File: config.mk
export PLATFORM = sky130hd
export DESIGN_NAME = servo_pwm_bank
export DESIGN_NICKNAME = d
export VERILOG_FILES = /design/src/rtl/servo_pwm_bank.sv
export SDC_FILE = /design/constraint.sdc
export NUM_CORES = 1
export LEC_CHECK = 0
export BUFFER_PORTS_ARGS = -buffer_cell sky130_fd_sc_hd__buf_4
export CORE_UTILIZATION = 25
export DETAILED_ROUTE_END_ITERATION = 6
export GPL_ROUTABILITY_DRIVEN = 1
export SYNTH_ARGS = -nofsm -noshare
export SYNTH_HDL_FRONTEND = slang
export SYNTH_SLANG_ARGS = --single-unit
File: constraint.sdc
create_clock -name clk_i -period 6.2 [get_ports clk_i]
set_input_delay 0.93 -clock clk_i [delete_from_list [all_inputs] [get_ports clk_i]]
set_output_delay 0.93 -clock clk_i [all_outputs]
set_load 0.01 [all_outputs]
File: src/rtl/servo_pwm_bank.sv
// servo_pwm_bank: N-channel hobby-servo PWM generator with per-channel slew limiting,
// output enables, a debounced active-low latch key and per-channel settled flags.
module servo_pwm_bank #(
    parameter int unsigned CHANNELS     = 4,
    parameter int unsigned DUTY_W       = 8,
    parameter int unsigned CLK_HZ       = 50_000_000,
    parameter int unsigned FRAME_US     = 20000,
    parameter int unsigned MIN_US       = 1000,
    parameter int unsigned MAX_US       = 2000,
    parameter int unsigned SLEW_STEP    = 4,
    parameter int unsigned DEBOUNCE_CYC = 250_000,
    localparam int unsigned SEL_W       = (CHANNELS > 32'd1) ? $clog2(CHANNELS) : 32'd1
) (
    input  logic                clk_i,
    input  logic                rst_ni,
    input  logic [DUTY_W-1:0]   duty_i,
    input  logic [SEL_W-1:0]    channel_sel_i,
    input  logic                latch_ni,
    input  logic [CHANNELS-1:0] en_i,
    output logic [CHANNELS-1:0] pwm_out_o,
    output logic [CHANNELS-1:0] settled_o
);
    localparam int unsigned CYC_PER_US = CLK_HZ / 32'd1_000_000;
    localparam int unsigned FRAME_CYC  = CYC_PER_US * FRAME_US;
    localparam int unsigned MIN_CYC    = CYC_PER_US * MIN_US;
    localparam int unsigned SPAN_CYC   = CYC_PER_US * (MAX_US - MIN_US);
    localparam int unsigned STEP_CYC   = SPAN_CYC / ((32'd1 << DUTY_W) - 32'd1);
    localparam int unsigned TOP_CYC    = (FRAME_CYC > (MIN_CYC + SPAN_CYC + 32'd1)) ?
                                         FRAME_CYC : (MIN_CYC + SPAN_CYC + 32'd1);
    localparam int unsigned CNT_W      = $clog2(TOP_CYC);
    localparam int unsigned DB_W       = (DEBOUNCE_CYC > 32'd1) ? $clog2(DEBOUNCE_CYC) : 32'd1;

    localparam logic [CNT_W-1:0]  FRAME_LAST = CNT_W'(FRAME_CYC - 32'd1);
    localparam logic [CNT_W-1:0]  MIN_V      = CNT_W'(MIN_CYC);
    localparam logic [CNT_W-1:0]  STEP_V     = CNT_W'(STEP_CYC);
    localparam logic [CNT_W-1:0]  ONE_CNT    = CNT_W'(1'b1);
    localparam logic [DB_W-1:0]   DB_LAST    = DB_W'(DEBOUNCE_CYC - 32'd1);
    localparam logic [DB_W-1:0]   ONE_DB     = DB_W'(1'b1);
    localparam logic [DUTY_W:0]   SLEW_V     = (DUTY_W + 1)'(SLEW_STEP);
    localparam logic [DUTY_W-1:0] CENTRE     = DUTY_W'(32'd1 << (DUTY_W - 32'd1));

    typedef logic [DUTY_W-1:0] code_t;

    logic [CNT_W-1:0]    frame_cnt_q, frame_cnt_d;
    logic                frame_end_s;
    logic [1:0]          sync_q;
    logic                deb_q, deb_d;
    logic [DB_W-1:0]     db_cnt_q, db_cnt_d;
    logic                load_s;
    code_t               target_q [CHANNELS];
    code_t               target_d [CHANNELS];
    code_t               pos_q    [CHANNELS];
    code_t               pos_d    [CHANNELS];
    logic [CHANNELS-1:0] pwm_q, pwm_d;
    logic [CHANNELS-1:0] settled_q, settled_d;

    function automatic logic [CNT_W-1:0] high_cyc_f(input code_t code);
        high_cyc_f = MIN_V + (CNT_W'(code) * STEP_V);
    endfunction

    function automatic code_t slew_f(input code_t cur, input code_t tgt);
        logic [DUTY_W:0] diff;
        diff = '0;
        if (SLEW_STEP == 32'd0) begin
            slew_f = tgt;
        end else if (tgt > cur) begin
            diff   = {1'b0, tgt} - {1'b0, cur};
            slew_f = (diff > SLEW_V) ? (cur + SLEW_V[DUTY_W-1:0]) : tgt;
        end else begin
            diff   = {1'b0, cur} - {1'b0, tgt};
            slew_f = (diff > SLEW_V) ? (cur - SLEW_V[DUTY_W-1:0]) : tgt;
        end
    endfunction

    // Free-running frame counter; its last count is the slew update point.
    always_comb begin
        frame_end_s = (frame_cnt_q == FRAME_LAST);
        if (frame_end_s) begin
            frame_cnt_d = '0;
        end else begin
            frame_cnt_d = frame_cnt_q + ONE_CNT;
        end
    end

    // Debouncer: adopt the synchronised level after DEBOUNCE_CYC consecutive differing cycles.
    always_comb begin
        deb_d    = deb_q;
        db_cnt_d = '0;
        if (DEBOUNCE_CYC == 32'd0) begin
            deb_d = sync_q[1];
        end else if (sync_q[1] != deb_q) begin
            if (db_cnt_q == DB_LAST) begin
                deb_d = sync_q[1];
            end else begin
                db_cnt_d = db_cnt_q + ONE_DB;
            end
        end else begin
            db_cnt_d = '0;
        end
        load_s = deb_q & ~deb_d;
    end

    // Per-channel slew (using the pre-load target), target load, pulse compare, settled flag.
    always_comb begin
        target_d  = target_q;
        pos_d     = pos_q;
        pwm_d     = '0;
        settled_d = '0;
        for (int unsigned i = 32'd0; i < CHANNELS; i++) begin
            if (frame_end_s) begin
                pos_d[i] = slew_f(pos_q[i], target_q[i]);
            end else begin
                pos_d[i] = pos_q[i];
            end
            if (load_s && (32'(channel_sel_i) == i)) begin
                target_d[i] = duty_i;
            end else begin
                target_d[i] = target_q[i];
            end
            pwm_d[i]     = en_i[i] & (frame_cnt_q < high_cyc_f(pos_q[i]));
            settled_d[i] = (pos_q[i] == target_q[i]);
        end
    end

    // Frame counter, key synchroniser and debounce state.
    always_ff @(posedge clk_i or negedge rst_ni) begin
        if (!rst_ni) begin
            frame_cnt_q <= '0;
            sync_q      <= 2'b11;
            deb_q       <= 1'b1;
            db_cnt_q    <= '0;
        end else begin
            frame_cnt_q <= frame_cnt_d;
            sync_q      <= {sync_q[0], latch_ni};
            deb_q       <= deb_d;
            db_cnt_q    <= db_cnt_d;
        end
    end

    // Channel positions, targets and registered outputs.
    always_ff @(posedge clk_i or negedge rst_ni) begin
        if (!rst_ni) begin
            target_q  <= '{default: CENTRE};
            pos_q     <= '{default: CENTRE};
            pwm_q     <= '0;
            settled_q <= '1;
        end else begin
            target_q  <= target_d;
            pos_q     <= pos_d;
            pwm_q     <= pwm_d;
            settled_q <= settled_d;
        end
    end

    assign pwm_out_o = pwm_q;
    assign settled_o = settled_q;
endmodule

==> impl_metrics.csv <==
group,metric,value,unit
floorplan,coreArea,51400,um^2
synth,synth-async-reset-ratio,1.00,
synth,synth_common_cells,"ha_1, inv_1, nand2_1",
route,drc,0,
worst_setup_path,crit_arrival,5100,ps
final_layout,insertedDiodeCount,0,
synth,synth_top_cell_area_share,0.249,
status,outcome,"complete, no violations",
sta,period_needed,4800,ps
sta,relSlewSlack,0.289,
floorplan,start_util,0.254,
floorplan,io_pins,25,
synth,syn-cell-area,13000,um^2
floorplan,die_area,53100,um^2
sta,final-hold-violation-count,0,
clock_network,cts_max_level,4,
synth,synth_area_leaders,"ha_1, dfrtp_1, xnor2_1, inv_1, a21oi_1",
sta,drv_slew,0,
worst_setup_path,crit_path_max_incr_delay,530,ps
placement,io_buffers,24,
synth,ys_seq_area_frac,0.218,
clock_network,cts_resized,0,
worst_setup_path,cpMostUsedCell,"ha_1",
sta,fin_crit_sh,0.773,
synth,synth_cell_types,81,
pwr,power_leakage,7.04,nW
global_route,grt_max_degree,74,
sta,rsz0062_at_grt,"false",
worst_setup_path,cp_max_fo,8,
sta,worst_pin_slew,1060,ps
clock_network,cts_setup_buffers,0,
global_route,grt_antenna_before_repair,0,
sta,fin_ws,1400,ps
global_route,grt_util_all_layers,0.129,
final_layout,fin_nets,1783,
synth,yosysMostFrequentCell,"ha_1",
final_layout,utilization,0.283,
route,initialDrtViolationCount,617,
synth,synth-edff-count,0,
route,routed_wirelength,33700,um
sta,finClkSkew,15.3,ps
final_layout,fin_area,14500,um^2
worst_setup_path,crit_path_top_delay_cell,"dfrtp_1",
clock_network,cts_made_buffers,17,
final_layout,instances_no_fill,2183,
final_layout,drive_above_1_share,0.0758,
route,wl_per_cell,15.4,um
synth,postSynthAreaPerCell,8.83,um^2
worst_hold_path,hp-class,"reg -> reg",
clock_network,cts.sinks,113,
worst_setup_path,worstSetupPathType,"reg -> reg",
synth,synthFlopType,"dfrtp_1",
synth,yosysWarnings,0,
route,dr.pass1.iters,5,
global_route,grt_pass1_wl,55900,um
worst_setup_path,end_kind,"register",
sta,final.setup.tns,0,ps
placement,dpl.hpwl,25700,um
final_layout,synthToLayoutAreaGrowth,11.4,%
clock_network,insertion_delay,440,ps
route,viasPerCell,4.97,
route,routed-via-count,10900,
clock_network,cts_tree,"built",
route,drtAntennaViolNets,0,
clock_network,cts_max_path_buffers,2,
worst_setup_path,path_cells,"inv_1, ha_1, fa_1, ha_1, inv_1, fa_1, nor2b_1, o21ai_0, a21boi_0, o21a_1, nor2_1, xnor2_1, a41oi_1, xnor2_1, ha_1, and4_1, and2_1, nand2_1, a41oi_1, a21oi_1",
synth,synth_seq_cells,113,
pwr,power,1.77,mW
pwr,power_density,122,nW/um^2
run,cap_violations,0,
clock_network,cts-root-buf,"clkbuf_16",
clock_network,clk_pin_slew_worst_paths,60,ps
clock_network,holdBufCountCts,0,
placement,place_inst,2151,
worst_setup_path,worstSetupStartpointType,"register",
sta,setup_viol,0,
synth,synth_cells,1478,
placement,gp_congestion,0.867,
synth,synth_fp_nets,1771,
worst_setup_path,critical_path_required,6510,ps
global_route,overflow,0,
pwr,ir_worst_vdd,0.183,mV
placement,placed_area,14000,um^2
placement,place_ws,1460,ps
floorplan,row_count,83,
sta,holdWs,358,ps
floorplan,die_h,230,um
floorplan,die_w,230,um
synth,synth.largest_area_cell,"ha_1",
global_route,grt_pass1_vias,10900,
sta,fmax,209,MHz
## worst max-delay path, delay by kind of cell (launching register included)
kind | cells | cell delay (ps)
and+or+nand+nor | 5 | 590
DFF | 1 | 530
AOI/OAI and AO/OA | 6 | 900
adders and majority gates | 5 | 1980
xor gates and xnor gates | 2 | 470
buffers and inverters | 2 | 210
## area by class of cell
| class | count | area [um^2] |
|---|---|---|
| Tap cell | 680 | 851 |
| Multi-Input combinational cell | 1201 | 9580 |
| Timing Repair Buffer | 27 | 203 |
| Fill cell | 5458 | 36900 |
| Clock buffer | 19 | 443 |
| Inverter | 130 | 488 |
| Sequential cell | 113 | 2850 |
| Clock inverter | 13 | 125 |
## routing by layer
metal / GRT usage / vias to the layer above / wire (um)
met2: 0.219 / 203 / 15900
met3: 0.0183 / 34 / 1160
met4: 0.0296 / 0 / 367
met5: 0 / - / 0
met1: 0.172 / 5270 / 16300
li1: - / 5353 / -
## registers in the layout, indices dropped and copies added, names as in the netlist
signal       cells
pos_q           32
pwm_out_o        4
frame_cnt_q     20
target_q        32
settled_o        4
sync_q           2
deb_q            1
db_cnt_q        18
## power breakdown
group          internal [mW]  total [mW]  switching [mW]
sequential             0.742       0.745         0.00256
clock                  0.568       0.979           0.410
combinational         0.0124      0.0438          0.0314
total                   1.32        1.77           0.444
## layout by cell type (no fill, tap or decap), types with 15 or more instances in the layout
master and n:
ha_1 260, dfrtp_1 98, clkbuf_16 17, o21a_1 16, a21oi_1 96, xor2_1 41
nand2b_1 23, and3_1 20, mux2_2 21, nand3_1 39, inv_1 130, a211oi_1 17
xnor2_1 65, a21o_1 37, dfstp_2 15, buf_4 27, nor3_1 26, nand2_1 104
fa_1 16, nor2b_1 25, nor2_1 81, o21ai_0 76
## final timing paths
check / from / slack [ps] / cells after the start / to
setup / recovery: pos_q[2] / 1400 / 20 / pwm_out_o[3]
hold / removal: sync_q[0] / 360 / 0 / sync_q[1]
setup reg to reg: pos_q[2] / 1400 / 20 / pwm_out_o[3]
hold reg to reg: sync_q[0] / 360 / 0 / sync_q[1]
max in group asynchronous: rst_ni / 4340 / 2 / pos_q[18]
min in group asynchronous: rst_ni / 670 / 1 / db_cnt_q[6]
## logic make-up after synthesis
kind of cell             Yosys count  share of synthesized area
AO/OA/AOI/OAI                    378                      0.199
XOR/XNOR                         106                     0.0712
adder cells (fa/ha/maj)          276                      0.274
buffers and inverters            164                     0.0483
flip-flops                       113                      0.218
multiplexers                      35                     0.0289
AND/OR/NAND/NOR                  406                      0.160
(Power assumes the default switching activity.)
